**config.mk**
```make
export PLATFORM = sky130hd
export DESIGN_NAME = mem_port_arb_flat
export DESIGN_NICKNAME = d
export VERILOG_FILES = /design/src/rtl/mem_port_pkg.sv /design/src/rtl/mem_port_arb_if.sv /design/src/rtl/mem_port_arb.sv /design/src/flat_wrapper.sv
export SDC_FILE = /design/constraint.sdc
export NUM_CORES = 1
export LEC_CHECK = 0
export BUFFER_PORTS_ARGS = -buffer_cell sky130_fd_sc_hd__buf_2
export CAP_MARGIN = 20
export CORE_AREA = 2 2 105 107
export CTS_CLUSTER_SIZE = 24
export DETAILED_ROUTE_END_ITERATION = 10
export DIE_AREA = 0 0 107 109
export PLACE_DENSITY = 0.8
export SLEW_MARGIN = 30
export SYNTH_ARGS = -nofsm -noshare
export SYNTH_HDL_FRONTEND = slang
export SYNTH_SLANG_ARGS = --single-unit
```
**constraint.sdc**
```tcl
create_clock -name mem_clk -period 4.6 [get_ports mem_clk]
set_input_delay 0.92 -clock mem_clk [delete_from_list [all_inputs] [get_ports mem_clk]]
set_output_delay 0.92 -clock mem_clk [all_outputs]
set_load 0.02 [all_outputs]
```
**src/rtl/mem_port_pkg.sv**
```systemverilog
// Shared types and constants for the memory-port arbiter.
//   state_t             : arbiter FSM state encoding
//   AV_BE_ALL           : full-word byte enable driven on the Avalon port
//   RD_RUN_MAX_DEFAULT  : default limit on consecutive reads while a write waits
//   DATA_W              : client and Avalon data width
package mem_port_pkg;

  typedef enum logic [2:0] {
    ST_IDLE    = 3'd0,
    ST_WR_ACK  = 3'd1,
    ST_WR_DATA = 3'd2,
    ST_WR_BUS  = 3'd3,
    ST_RD_BUS  = 3'd4
  } state_t;

  localparam logic [3:0]  AV_BE_ALL          = 4'hF;
  localparam int unsigned RD_RUN_MAX_DEFAULT = 8;
  localparam int unsigned DATA_W             = 32;

endpackage

```
**src/rtl/mem_port_arb_if.sv**
```systemverilog
// Bundle of the three buses around the memory-port arbiter.
//   write client : mem_idle, mem_wr_req, mem_wr_addr, mem_ack, mem_data_next, mem_wr_data
//   read client  : vid_rd_req, vid_rd_addr, vid_rd_ack, vid_rd_valid, vid_rd_data
//   Avalon master: av_address, av_write, av_read, av_writedata, av_byteenable,
//                  av_waitrequest, av_readdata
// master modport is the arbiter's view; slave modport is the environment's view.
interface mem_port_arb_if #(
  parameter int unsigned AW = 25
) ();
  import mem_port_pkg::*;

  // write client
  logic              mem_idle;
  logic              mem_wr_req;
  logic [AW-1:0]     mem_wr_addr;
  logic              mem_ack;
  logic              mem_data_next;
  logic [DATA_W-1:0] mem_wr_data;

  // read client
  logic              vid_rd_req;
  logic [AW-1:0]     vid_rd_addr;
  logic              vid_rd_ack;
  logic              vid_rd_valid;
  logic [DATA_W-1:0] vid_rd_data;

  // Avalon-MM master toward the SDRAM controller
  logic [AW-3:0]     av_address;
  logic              av_write;
  logic              av_read;
  logic [DATA_W-1:0] av_writedata;
  logic [3:0]        av_byteenable;
  logic              av_waitrequest;
  logic [DATA_W-1:0] av_readdata;

  modport master (
    output mem_idle, mem_ack, mem_data_next,
    output vid_rd_ack, vid_rd_valid, vid_rd_data,
    output av_address, av_write, av_read, av_writedata, av_byteenable,
    input  mem_wr_req, mem_wr_addr, mem_wr_data,
    input  vid_rd_req, vid_rd_addr,
    input  av_waitrequest, av_readdata
  );

  modport slave (
    input  mem_idle, mem_ack, mem_data_next,
    input  vid_rd_ack, vid_rd_valid, vid_rd_data,
    input  av_address, av_write, av_read, av_writedata, av_byteenable,
    output mem_wr_req, mem_wr_addr, mem_wr_data,
    output vid_rd_req, vid_rd_addr,
    output av_waitrequest, av_readdata
  );

endinterface

```
**src/rtl/mem_port_arb.sv**
```systemverilog
// Memory-port arbiter: serialises single-word writes from the FTDI receive
// path and single-word reads from the display refresh path onto one
// Avalon-MM master port. Reads win, but after RD_RUN_MAX consecutive read
// grants with a write waiting, the write is granted.
//   mem_clk : sole clock
//   reset   : asynchronous, active-high
//   bus     : mem_port_arb_if.master (write client, read client, Avalon master)
module mem_port_arb
  import mem_port_pkg::*;
#(
  parameter int unsigned RD_RUN_MAX = RD_RUN_MAX_DEFAULT,
  parameter int unsigned AW         = 25
) (
  input  logic          mem_clk,
  input  logic          reset,
  mem_port_arb_if.master bus
);

  localparam int unsigned RUN_W = $clog2(RD_RUN_MAX + 1);
  localparam int unsigned WA_W  = AW - 2;

  state_t            state;
  state_t            next_state;
  logic [RUN_W-1:0]  rd_run;

  logic rd_win_c;
  logic rd_grant_c;
  logic wr_grant_c;
  logic bus_done_c;

  // Next-state and grant decode
  always_comb begin
    next_state = state;
    rd_grant_c = 1'b0;
    wr_grant_c = 1'b0;
    bus_done_c = 1'b0;
    rd_win_c   = bus.vid_rd_req &&
                 (!bus.mem_wr_req || (rd_run < RUN_W'(RD_RUN_MAX)));
    case (state)
      ST_IDLE: begin
        if (rd_win_c) begin
          rd_grant_c = 1'b1;
          next_state = ST_RD_BUS;
        end else if (bus.mem_wr_req) begin
          wr_grant_c = 1'b1;
          next_state = ST_WR_ACK;
        end
      end
      ST_WR_ACK:  next_state = ST_WR_DATA;
      ST_WR_DATA: next_state = ST_WR_BUS;
      ST_WR_BUS: begin
        if (!bus.av_waitrequest) begin
          bus_done_c = 1'b1;
          next_state = ST_IDLE;
        end
      end
      ST_RD_BUS: begin
        if (!bus.av_waitrequest) begin
          bus_done_c = 1'b1;
          next_state = ST_IDLE;
        end
      end
      default: next_state = ST_IDLE;
    endcase
  end

  // State register
  always_ff @(posedge mem_clk or posedge reset) begin
    if (reset) state <= ST_IDLE;
    else       state <= next_state;
  end

  // Strobes registered from the next state so they line up with the state
  always_ff @(posedge mem_clk or posedge reset) begin
    if (reset) begin
      bus.mem_idle      <= 1'b1;
      bus.mem_ack       <= 1'b0;
      bus.mem_data_next <= 1'b0;
      bus.av_write      <= 1'b0;
      bus.av_read       <= 1'b0;
      bus.vid_rd_ack    <= 1'b0;
      bus.vid_rd_valid  <= 1'b0;
    end else begin
      bus.mem_idle      <= (next_state == ST_IDLE);
      bus.mem_ack       <= (next_state == ST_WR_ACK);
      bus.mem_data_next <= (next_state == ST_WR_DATA);
      bus.av_write      <= (next_state == ST_WR_BUS);
      bus.av_read       <= (next_state == ST_RD_BUS);
      bus.vid_rd_ack    <= rd_grant_c;
      bus.vid_rd_valid  <= (state == ST_RD_BUS) && bus_done_c;
    end
  end

  // Address/data latches; only the word part of the byte address is kept
  always_ff @(posedge mem_clk or posedge reset) begin
    if (reset) begin
      bus.av_address   <= '0;
      bus.av_writedata <= '0;
      bus.vid_rd_data  <= '0;
    end else begin
      if (rd_grant_c)
        bus.av_address <= WA_W'(bus.vid_rd_addr[AW-1:2]);
      else if (wr_grant_c)
        bus.av_address <= WA_W'(bus.mem_wr_addr[AW-1:2]);
      if (state == ST_WR_DATA)
        bus.av_writedata <= bus.mem_wr_data;
      if ((state == ST_RD_BUS) && bus_done_c)
        bus.vid_rd_data <= bus.av_readdata;
    end
  end

  // Consecutive-read counter; only counts while a write is waiting
  always_ff @(posedge mem_clk or posedge reset) begin
    if (reset) begin
      rd_run <= '0;
    end else if (state == ST_IDLE) begin
      if (!bus.mem_wr_req || wr_grant_c)
        rd_run <= '0;
      else if (rd_grant_c && (rd_run < RUN_W'(RD_RUN_MAX)))
        rd_run <= rd_run + RUN_W'(1);
    end
  end

  assign bus.av_byteenable = AV_BE_ALL;

endmodule
```
**src/flat_wrapper.sv**
```systemverilog
// flat-port wrapper written by rule: the top's interface ports become plain ports
module mem_port_arb_flat import mem_port_pkg::*;
#(
  parameter int unsigned RD_RUN_MAX = RD_RUN_MAX_DEFAULT,
  parameter int unsigned AW         = 25
)
  (mem_clk, reset, bus_mem_idle, bus_mem_ack, bus_mem_data_next, bus_vid_rd_ack, bus_vid_rd_valid, bus_vid_rd_data, bus_av_address, bus_av_write, bus_av_read, bus_av_writedata, bus_av_byteenable, bus_mem_wr_req, bus_mem_wr_addr, bus_mem_wr_data, bus_vid_rd_req, bus_vid_rd_addr, bus_av_waitrequest, bus_av_readdata);
  mem_port_arb_if #(.AW(AW)) bus_i ();
  input  logic mem_clk;
  input  logic reset;
  output wire logic [$bits(bus_i.mem_idle)-1:0] bus_mem_idle;
  output wire logic [$bits(bus_i.mem_ack)-1:0] bus_mem_ack;
  output wire logic [$bits(bus_i.mem_data_next)-1:0] bus_mem_data_next;
  output wire logic [$bits(bus_i.vid_rd_ack)-1:0] bus_vid_rd_ack;
  output wire logic [$bits(bus_i.vid_rd_valid)-1:0] bus_vid_rd_valid;
  output wire logic [$bits(bus_i.vid_rd_data)-1:0] bus_vid_rd_data;
  output wire logic [$bits(bus_i.av_address)-1:0] bus_av_address;
  output wire logic [$bits(bus_i.av_write)-1:0] bus_av_write;
  output wire logic [$bits(bus_i.av_read)-1:0] bus_av_read;
  output wire logic [$bits(bus_i.av_writedata)-1:0] bus_av_writedata;
  output wire logic [$bits(bus_i.av_byteenable)-1:0] bus_av_byteenable;
  input wire logic [$bits(bus_i.mem_wr_req)-1:0] bus_mem_wr_req;
  input wire logic [$bits(bus_i.mem_wr_addr)-1:0] bus_mem_wr_addr;
  input wire logic [$bits(bus_i.mem_wr_data)-1:0] bus_mem_wr_data;
  input wire logic [$bits(bus_i.vid_rd_req)-1:0] bus_vid_rd_req;
  input wire logic [$bits(bus_i.vid_rd_addr)-1:0] bus_vid_rd_addr;
  input wire logic [$bits(bus_i.av_waitrequest)-1:0] bus_av_waitrequest;
  input wire logic [$bits(bus_i.av_readdata)-1:0] bus_av_readdata;
  assign bus_mem_idle = bus_i.mem_idle;
  assign bus_mem_ack = bus_i.mem_ack;
  assign bus_mem_data_next = bus_i.mem_data_next;
  assign bus_vid_rd_ack = bus_i.vid_rd_ack;
  assign bus_vid_rd_valid = bus_i.vid_rd_valid;
  assign bus_vid_rd_data = bus_i.vid_rd_data;
  assign bus_av_address = bus_i.av_address;
  assign bus_av_write = bus_i.av_write;
  assign bus_av_read = bus_i.av_read;
  assign bus_av_writedata = bus_i.av_writedata;
  assign bus_av_byteenable = bus_i.av_byteenable;
  assign bus_i.mem_wr_req = bus_mem_wr_req;
  assign bus_i.mem_wr_addr = bus_mem_wr_addr;
  assign bus_i.mem_wr_data = bus_mem_wr_data;
  assign bus_i.vid_rd_req = bus_vid_rd_req;
  assign bus_i.vid_rd_addr = bus_vid_rd_addr;
  assign bus_i.av_waitrequest = bus_av_waitrequest;
  assign bus_i.av_readdata = bus_av_readdata;
  mem_port_arb #(.RD_RUN_MAX(RD_RUN_MAX), .AW(AW)) u_core (.mem_clk(mem_clk), .reset(reset), .bus(bus_i));
endmodule
```
==> summary.txt <==
Clocking
  – Hold buffers post-CTS: 0
  – Clock latency on the worst-skew pair: 0.35 ns
  – CTS root buffer: clkbuf_8
  – Clock Pin Slew Worst Setup and Hold Paths: 0.10 ns
  – Post_cts resized: 0
  – Max Buffers Root-to-Sink: 2
  – H-tree Lvls: 3
  – Clk sinks: 101
  – Setup Fix Bufs, Post-CTS: 0
  – Cts bufs inserted: 9
  – CTS tree: done

Detailed routing
  – Vias per cell: 4.96
  – Drt initial violations: 195
  – DRC viols: 0
  – Post-DRT Antenna Nets: 0
  – WL/cell: 15.3 microns
  – Drt first pass iters: 5
  – Final WL: 10100 microns
  – Via Count: 3293

Logic synthesis
  – Synth top area cells: dfrtp_1, mux2_2, a31oi_1
  – Share of the synthesized area in the top cell type: 0.609
  – Ys async rst share: 1.00
  – Synthesized instance count: 320
  – Commonest cells in the netlist: dfrtp_1, mux2_2, nand3_1, o21ai_0
  – YS warnings: 0
  – Largest area contributor in the netlist: dfrtp_1
  – #FFs+latches synth: 101
  – Most numerous cell in the Yosys netlist: dfrtp_1
  – Ys flop type: dfrtp_1
  – Register area share after synthesis: 0.616
  – Post-synthesis average cell area: 12.8 sq um
  – Library cells used by synthesis: 37
  – Post-synth EDFFs: 0
  – Netlist Area Pre-Place: 4110 sq um

Setup path
  – Critical path arrival: 2.40 ns
  – Worst reg2reg endpoint: u_core.bus.vid_rd_data[30]$_DFFE_PP0P_
  – Worst path cell trace: buf_2 > or2_2 > and2_1 > a31oi_1
  – Nature of the critical path startpoint: input pin
  – WP data required: 4.78 ns
  – CP max FO: 22
  – Launching point of the worst reg2reg path: u_core.state[0]$_DFF_PP0_
  – Crit path from: bus_mem_wr_req
  – Crit end category: flip-flop
  – Slowest stage cell, crit path: and2_1
  – Crit-path max cell delay: 0.69 ns
  – Reg2reg path depth: 3
  – Buffers and inverters on the worst path: 1
  – Reg-to-reg slack, setup: 2.40 ns
  – Crit Path Category: input pin to flip-flop
  – Delay-heaviest family, CP: simple AND/OR/NAND/NOR gates

Layout
  – Register Area: 2530 sq um
  – Area grow syn2layout: 33.0%
  – N_diodes: 0
  – Share of layout cells above drive strength 1: 0.559
  – Area of the multi-input gates: 1460 sq um
  – Layout net count: 639
  – Finished Cell Area: 5460 sq um
  – Fillers: 955

Min path
  – Hold depth: 1
  – Hold crit path type: flip-flop to flip-flop
  – Hold Path End: u_core.bus.vid_rd_data[0]$_DFFE_PP0P_
  – HP Start: u_core.bus.vid_rd_data[0]$_DFFE_PP0P_

Status
  – Run status: complete, no violations

Floorplan
  – Initial Util: 0.387
  – Die H: 109 microns
  – Row cnt: 38
  – Die area: 11700 sq um
  – Io pins: 217
  – Core Area: 10600 sq um
  – Die X-Extent: 107 microns

Placed design
  – Routability cong.: 0.791
  – Port-buffer cells: 208
  – HPWL Detailed: 7260 microns
  – Area post-placement: 5240 sq um

Pwr
  – Pwr/cell area: 747 nW/um^2
  – Leakage: 2.63 nW
  – Worst IR Drop VDD: 0.000265 V

Timing
  – Tcrit/Tclk final: 0.482
  – Skew final: 0.0123 ns
  – Final hold vios: 0
  – Crit path time final: 2.22 ns
  – Worst-Margin Slew: 0.917 ns
  – Slew Limit Fails: 0
  – RSZ-0062 raised after global routing: no
  – Fmax: 451 MHz
  – Sum Neg Setup Slack: 0 ns
  – Number of setup violations in the final report: 0
  – Slew headroom: 0.387

Global route
  – Gr usage total: 0.170
  – Antenna violations before repair: 0
  – Global route overflow: 0
  – Pin count of the biggest net entering global routing: 80
  – Vias in the first global route: 3185
  – First-pass GRT wire length: 15400 microns

Flow run
  – Max-cap violations: 0
[per-layer routing]
metal	GRT usage	routed length (microns)	up-vias
li1	-	-	1537
met3	0.0245	547	16
met4	0.0798	189	0
met5	0	0	-
met2	0.293	5370	135
met1	0.212	4020	1605
[through the flow]
stage / worst slack [ns] / instances / hold WS, ns / utilization / power [mW]
detailed placement: 2.02 / 648 / 0.474 / 0.494 / 3.53
CTS: 2.40 / 664 / 0.497 / 0.514 / 4.13
global route: 2.23 / 664 / 0.516 / 0.515 / 4.34
finish: 2.38 / 664 / 0.499 / 0.515 / 4.08
global placement: 2.11 / 648 / 0.468 / 0.494 / 3.44
floorplan: 1.03 / 323 / 0.470 / - / 2.87
[logic make-up after synthesis]
family | share of synthesized area
AOI/OAI and AO/OA | 0.102
adders and majority gates | 0.00305
buffers and inverters | 0.0353
DFF | 0.616
muxes | 0.180
other | 0.000913
and+or+nand+nor | 0.0624
[area by class of cell]
class / instances / area share
clock buffer: 12 / 0.0284
clock inverter: 4 / 0.0101
inverter: 4 / 0.00367
multi-input combinational: 192 / 0.268
sequential: 101 / 0.463
tap: 140 / 0.0321
timing repair buffer: 211 / 0.195
[worst register-to-register path, delay by kind of cell, from the launching register on]
| family | cells | cell delay [ns] |
|---|---|---|
| DFF | 1 | 0.46 |
| muxes | 1 | 0.44 |
| and+or+nand+nor | 2 | 1.19 |
[layout by cell type, fill, tap and decap left out, types with 3 or more instances in the layout]
master	count
buf_2	208
dfrtp_1	100
mux2_2	57
nand3_1	24
o21ai_0	23
a21oi_1	21
a31oi_1	21
clkbuf_8	11
mux2_1	7
conb_1	4
nand2b_1	3
inv_1	3
nand2_1	3
o21ai_1	3
buf_4	3
[report_power, final]
part / total, mW / switching [mW] / internal (mW)
combinational: 1.95 / 1.18 / 0.767
clock: 0.589 / 0.304 / 0.285
sequential: 1.54 / 0.218 / 1.32
[sequential cells by signal, indices dropped and copies added, names as in the netlist, 3 cells and up]
signal / cells
u_core.bus.av_writedata: 32
u_core.rd_run: 4
u_core.bus.av_address: 23
u_core.bus.vid_rd_data: 32
u_core.state: 3
[worst max path at each step]
stage | to | slack [ns] | cells past startpoint
CTS | u_core.bus.vid_rd_data[30]$_DFFE_PP0P_ | 2.40 | 3
detailed placement | u_core.bus.av_address[9]$_DFFE_PP0P_ | 2.02 | 4
finish | u_core.bus.av_address[9]$_DFFE_PP0P_ | 2.38 | 4
global route | u_core.bus.av_address[9]$_DFFE_PP0P_ | 2.23 | 4
floorplan | u_core.bus.av_address[0]$_DFFE_PP0P_ | 1.03 | 1
global placement | u_core.bus.av_address[0]$_DFFE_PP0P_ | 2.11 | 4
Note: power is estimated with default switching activity, not from simulation.
